$ cat config.mk
export PLATFORM = sky130hd
export DESIGN_NAME = serial_subtractor
export DESIGN_NICKNAME = d
export VERILOG_FILES = /design/src/rtl/serial_subtractor.sv
export SDC_FILE = /design/constraint.sdc
export NUM_CORES = 1
export LEC_CHECK = 0
export BUFFER_PORTS_ARGS = -buffer_cell sky130_fd_sc_hd__buf_4
export CELL_PAD_IN_SITES_DETAIL_PLACEMENT = 0
export CELL_PAD_IN_SITES_GLOBAL_PLACEMENT = 1
export CORE_UTILIZATION = 35
export CTS_BUF_LIST = sky130_fd_sc_hd__clkbuf_4
export CTS_CLUSTER_SIZE = 24
export DETAILED_ROUTE_END_ITERATION = 12
export GPL_TIMING_DRIVEN = 0
export PLACE_DENSITY = 0.72
export SLEW_MARGIN = 40
export SYNTH_ARGS = -nofsm -noshare
export SYNTH_HDL_FRONTEND = slang
export SYNTH_SLANG_ARGS = --single-unit
export TNS_END_PERCENT = 10
$ cat constraint.sdc
create_clock -name clk -period 2.9 [get_ports clk]
set_clock_uncertainty 0.1 [all_clocks]
set_input_delay 0.58 -clock clk [delete_from_list [all_inputs] [get_ports clk]]
set_output_delay 0.58 -clock clk [all_outputs]
set_load 0.01 [all_outputs]
$ cat src/rtl/serial_subtractor.sv
// serial_subtractor: bit-serial subtractor, diff = a - b - borrow_in (mod 2^WIDTH),
// LSB first, one full-subtractor step per clock, behind a start/done handshake.
//
// Ports:
//   clk, rst_n   clock, synchronous active-low reset
//   start        request, accepted only when idle
//   a, b         minuend / subtrahend, sampled on the accepting edge
//   borrow_in    initial borrow, sampled on the accepting edge
//   busy         high while an operation is running or completing
//   done         one-cycle pulse, diff/borrow_out valid
//   diff         result, held until the next done
//   borrow_out   final unsigned borrow from the MSB
//   ovf          two's-complement overflow of a - b (only with SERIAL_SUB_OVF_EN)
//
// Build option: define SERIAL_SUB_OVF_EN to add the ovf output.
module serial_subtractor #(
    parameter int unsigned WIDTH = 8
) (
    input  logic             clk,
    input  logic             rst_n,
    input  logic             start,
    input  logic [WIDTH-1:0] a,
    input  logic [WIDTH-1:0] b,
    input  logic             borrow_in,
    output logic             busy,
    output logic             done,
    output logic [WIDTH-1:0] diff,
    output logic             borrow_out
`ifdef SERIAL_SUB_OVF_EN
    ,
    output logic             ovf
`endif
);

    localparam int unsigned CNT_W = $clog2(WIDTH);

    typedef enum logic [1:0] {
        S_IDLE = 2'd0,
        S_RUN  = 2'd1,
        S_DONE = 2'd2
    } state_t;

    state_t             state_q, state_nxt;
    logic [WIDTH-1:0]   a_q, a_nxt;
    logic [WIDTH-1:0]   b_q, b_nxt;
    // Holds the WIDTH-1 result bits already produced; the last bit goes straight to diff.
    logic [WIDTH-2:0]   r_q, r_nxt;
    logic [WIDTH-1:0]   r_full;
    logic               br_q, br_nxt;
    logic [CNT_W-1:0]   cnt_q, cnt_nxt;
    logic [WIDTH-1:0]   diff_nxt;
    logic               borrow_out_nxt;
    logic               d_bit;
    logic               br_step;
`ifdef SERIAL_SUB_OVF_EN
    logic               a_msb_q, a_msb_nxt;
    logic               b_msb_q, b_msb_nxt;
    logic               ovf_nxt;
`endif

    // Next-state and datapath logic
    always_comb begin
        state_nxt      = state_q;
        a_nxt          = a_q;
        b_nxt          = b_q;
        r_nxt          = r_q;
        br_nxt         = br_q;
        cnt_nxt        = cnt_q;
        diff_nxt       = diff;
        borrow_out_nxt = borrow_out;
`ifdef SERIAL_SUB_OVF_EN
        a_msb_nxt      = a_msb_q;
        b_msb_nxt      = b_msb_q;
        ovf_nxt        = ovf;
`endif
        // Full-subtractor cell on the current LSBs
        d_bit   = a_q[0] ^ b_q[0] ^ br_q;
        br_step = (~a_q[0] & b_q[0]) | (~(a_q[0] ^ b_q[0]) & br_q);
        r_full  = {d_bit, r_q};

        case (state_q)
            S_IDLE: begin
                if (start) begin
                    a_nxt     = a;
                    b_nxt     = b;
                    br_nxt    = borrow_in;
                    cnt_nxt   = '0;
                    state_nxt = S_RUN;
`ifdef SERIAL_SUB_OVF_EN
                    a_msb_nxt = a[WIDTH-1];
                    b_msb_nxt = b[WIDTH-1];
`endif
                end
            end
            S_RUN: begin
                a_nxt   = {1'b0, a_q[WIDTH-1:1]};
                b_nxt   = {1'b0, b_q[WIDTH-1:1]};
                r_nxt   = r_full[WIDTH-1:1];
                br_nxt  = br_step;
                cnt_nxt = cnt_q + CNT_W'(1);
                if (cnt_q == CNT_W'(WIDTH - 1)) begin
                    diff_nxt       = r_full;
                    borrow_out_nxt = br_step;
                    state_nxt      = S_DONE;
`ifdef SERIAL_SUB_OVF_EN
                    // d_bit is the result MSB on this final step
                    ovf_nxt = (a_msb_q != b_msb_q) && (d_bit != a_msb_q);
`endif
                end
            end
            S_DONE: begin
                state_nxt = S_IDLE;
            end
            default: begin
                state_nxt = S_IDLE;
            end
        endcase
    end

    // State, datapath and registered outputs
    always_ff @(posedge clk) begin
        if (!rst_n) begin
            state_q    <= S_IDLE;
            a_q        <= '0;
            b_q        <= '0;
            r_q        <= '0;
            br_q       <= 1'b0;
            cnt_q      <= '0;
            diff       <= '0;
            borrow_out <= 1'b0;
            busy       <= 1'b0;
            done       <= 1'b0;
`ifdef SERIAL_SUB_OVF_EN
            a_msb_q    <= 1'b0;
            b_msb_q    <= 1'b0;
            ovf        <= 1'b0;
`endif
        end else begin
            state_q    <= state_nxt;
            a_q        <= a_nxt;
            b_q        <= b_nxt;
            r_q        <= r_nxt;
            br_q       <= br_nxt;
            cnt_q      <= cnt_nxt;
            diff       <= diff_nxt;
            borrow_out <= borrow_out_nxt;
            busy       <= (state_nxt != S_IDLE);
            done       <= (state_nxt == S_DONE);
`ifdef SERIAL_SUB_OVF_EN
            a_msb_q    <= a_msb_nxt;
            b_msb_q    <= b_msb_nxt;
            ovf        <= ovf_nxt;
`endif
        end
    end

endmodule

* Yosys cells after proc, flatten, opt, wreduce, memory -nomap -nowiden
Cells that the tools add are included.
W data, S select, Z words.
** Operators by class
- Equality and inequality tests :: 4
- Mux-type cells :: 11
- Bitwise logic cells :: 7
- $add $sub $neg :: 1
- Reduce and logical (&&, ||, !) cells :: 5
** Operators by type and width (number)
- $pmux W8 S2 :: 2
- $mux W8 :: 2
- $pmux W3 S2 :: 1
- $mux W2 :: 2
- $pmux W2 S2 :: 1
- $reduce_and A2 Y1 :: 2
- $reduce_bool A2 Y1 :: 2
- $add A3 B1 Y3 const B :: 1
- $eq A3 B3 Y1 const B :: 1
- $mux W3 :: 1
- $and A1 B1 Y1 :: 2
- $eq A2 B1 Y1 const B :: 1
- $eq A2 B2 Y1 const B :: 1
- $logic_not A2 Y1 :: 1
- $ne A2 B2 Y1 const B :: 1
- $not A1 Y1 :: 2
- $pmux W1 S2 :: 1
- $xor A1 B1 Y1 :: 2
- $mux W1 :: 1
- $or A1 B1 Y1 :: 1
** Word-level totals
- Input port bits :: 20
- Word-level logic and storage cells :: 38
- Register bits after elaboration :: 40
- Output and inout bits :: 11

* Logic depth before layout (Yosys ltp)
- Word-level depth :: 5
- Mapped depth :: 6
- Mapped depth without buffers :: 5

* Worst setup path after synthesis
Ideal clock, no wire load.
- Path type :: input to register
- Start :: in rst_n
- End :: reg a_q[0]
- Buffers on the path :: 3
- Cell stages on the path :: 6
- Data required time :: 2.733 ns
- Library setup time :: 0.067 ns
- Data arrival time :: 1.342 ns
- Path slack :: 1.391 ns
- Path through :: buf_4 -> nand2b_1 -> or2_1 -> buf_6 -> buf_6 -> o21ai_2
** RTL lines
- start: declaration :: line 20 : input logic rst_n,
- end signal: assignment :: line 140 : a_q <= a_nxt;
- end: declaration :: line 44 : logic [WIDTH-1:0] a_q, a_nxt;

* Worst setup path after layout
- Start :: reg cnt_q[0]
- End :: reg state_q[1]
** Between the ends
- Longest elaborated chain between the ends :: 3
** Ends and longest elaborated chain
- start: declaration :: line 50 : logic [CNT_W-1:0] cnt_q, cnt_nxt;
- start signal: assignment :: line 144 : cnt_q <= cnt_nxt;
- $eq A3 B3 Y1 :: line 101 : if (cnt_q == CNT_W'(WIDTH - 1)) begin
- $mux W2 :: line 101
- $pmux W2 S2 :: line 81 : case (state_q)
- end signal: assignment :: line 139 : state_q <= state_nxt;
- end: declaration :: line 43 : state_t state_q, state_nxt;
Every way passes these cells.
A chain may end at the register's enable or synchronous reset.

==> run metrics <==
status=finished clean; area of the die=5130 sq um; Chip Height=about 70 microns; Row Count=24; Rel. slew slack=68.9%; CTS Buf Count=5; CTS Buffer Depth=2; Post-synth top flop=dfxtp_1; H-tree Lvls=2; Reg clk slew, reported paths=~0.11 ns; initial antenna violation count=0; dpl cells=260; Int Power=between 0.8 and 0.9 mW; proportion of layout cells with a drive suffix above 1=between 20% and 30%; die span in x=71.7 microns; sequential area share after synthesis=47.2%; crit path capture type=flop; GRT Util Overall=between 10% and 20%; setup TNS=0 ns; mean area per synthesized cell=9.49 sq um; Lkg Pwr=between 0.8 and 0.9 nW; post-layout util=45.8%; CTS tree=built; CORE AREA=roughly 4500 sq um; post-cts gate resize count=0; number of nets in the layout=238; GRT overflow=0; # hold bufs at CTS=0; Sink Count=40; Via-to-Cell Ratio=between 5 and 6; Synth Cell Area=roughly 1700 sq um; final setup fails=0; Routed Wire Length=approximately 3.4 mm; Synth area leader=dfxtp_1; io pins=31; Detail Placement HPWL=about 2.5 mm; wire length on met2=1.54 mm; ANT cells=0; post-route antenna net violation count=0; Post-Syn Nets=around 200; CP Data Arrival Time=roughly 1.6 ns; PD cells=around 530 nW/um^2; Synth cell types=27; top routing layer used=met4; pin count of the biggest net entering global routing=13; fmax=around 670 MHz; Worst IR Drop VDD=0.239 mV; Worst Setup SP=cnt_q[0]; Clock Latency Late Sink=0.34 ns; vias in the first global route=~1400; Final Hold Fails=0; DRC=0; CP Max Fanout=10; gp weighted congestion=about 0.71; leading cell types by count after synthesis=dfxtp_1, nand2_1, nand3_1; CTS Root Cell=clkbuf_4; Clock power frac=between 30% and 40%; RSZ-0062 raised after global routing=no; Psw=0.259 mW; Routed met3 length=approximately 170 microns; element type at the critical path start=flop; fin cells=about 270; most frequent cell after synthesis=dfxtp_1; Final Cycle Share=approximately half; area grow syn2layout=21.4%; Port-buffer cells=29; first-pass GRT wire length=about 6.0 mm; crit path time final=roughly 1.5 ns; via count=roughly 1400; wl on met1=approximately 1.7 mm; Max Slew Vio Count=0; RR Startpoint=cnt_q[0]; min-delay worst type=reg -> reg; fill count=around 450; Crit Path Class=reg -> reg; DR WL/cell=roughly 13 microns; drt pass-1 iters=4; Data required, critical path=about 3 ns; Initial Utilization=about 38%; postcts setup bufs=0; area fraction of the dominant cell type after synthesis=around 47%; Sw Share=a little under a quarter; FFs w/ async S/R, synth=0%; Max Cap Violations=0; register share of total power=a little over half; Post-synth EDFFs=0; 1st-iter DRT viols=44; slew of the pin with the lowest slew margin=roughly 0.47 ns; Cells after Synth=approximately 180; Min-Delay Startpoint=borrow_out; Combinational Power Share=11.9%; synth warn=0; Yosys reg bits=40; top post-synthesis cells by area=dfxtp_1, mux2i_1, o211ai_1
registers in the layout (all words and copies together) (netlist names):
register    count
a_q             8
b_q             8
diff            8
r_q             7
cnt_q           3
state_q         2
borrow_out      1
br_q            1
busy            1
done            1
area by class of cell:
cell class	count	area [sq um]	share of cell area, %
buffer	15	92.6	4.49
sequential	40	801	38.9
multi-input combinational	122	797	38.7
tap	52	65.1	3.16
clock inverter	2	35.0	1.70
inverter	2	7.51	0.364
timing repair buffer	29	218	10.6
clock buffer	6	45.0	2.19
worst max-delay path, cell delays in order (launching register included):
cell     delay (ns)
dfxtp_1        0.34
ha_1           0.20
ha_1           0.22
and3b_1        0.22
buf_4          0.17
and2_1         0.16
cell families after synthesis:
group	after synthesis	share of synthesized area [%]
DFF	40	47.2
AOI/OAI and AO/OA	45	19.1
muxes	15	8.84
buffers and inverters	17	5.90
adders and majority gates	3	2.65
and+or+nand+nor	59	16.4
through the flow:
step	instance area, sq um	worst slack (ns)	power [mW]	hold slack (ns)
floorplan	1700	1.39	0.686	0.329
global placement	1980	1.12	0.727	0.341
detailed placement	1980	1.07	0.731	0.345
CTS	2060	1.40	1.10	0.362
global route	2060	1.33	1.14	0.364
finish	2060	1.40	1.09	0.355
per-layer routing:
layer,vias up,track usage (%)
li1,702,-
met1,626,19.3
met2,31,23.7
met3,2,4.08
met4,0,3.92
met5,-,0
power by group through the flow:
stage               Clock, mW  Sequential, mW  Combinational, mW
floorplan                   0           0.598             0.0888
global placement            0           0.600              0.127
detailed placement          0           0.601              0.130
CTS                     0.376           0.589              0.131
global route            0.405           0.592              0.143
finish                  0.368           0.588              0.129
placed cells by master (no fill, tap or decap), types with 2 or more instances in the layout:
cell type	count
a21boi_0	6
a21oi_1	2
and2_1	2
buf_2	2
buf_4	32
buf_6	3
clkbuf_1	7
clkbuf_4	6
dfxtp_1	40
ha_1	2
inv_1	2
mux2i_1	15
nand2_1	28
nand2b_1	4
nand3_1	18
o211a_1	2
o211ai_1	15
o21ai_0	9
o21ai_2	9
o22ai_1	2
path summary, 6_finish.rpt:
kind              cells past startpoint         end  slack [ns]
setup / recovery                      5  state_q[1]        1.40
hold / removal                        2  borrow_out        0.36
setup reg to reg                      5  state_q[1]        1.40
hold reg to reg                       2  borrow_out        0.36
Power figures use the tool's default switching activity.
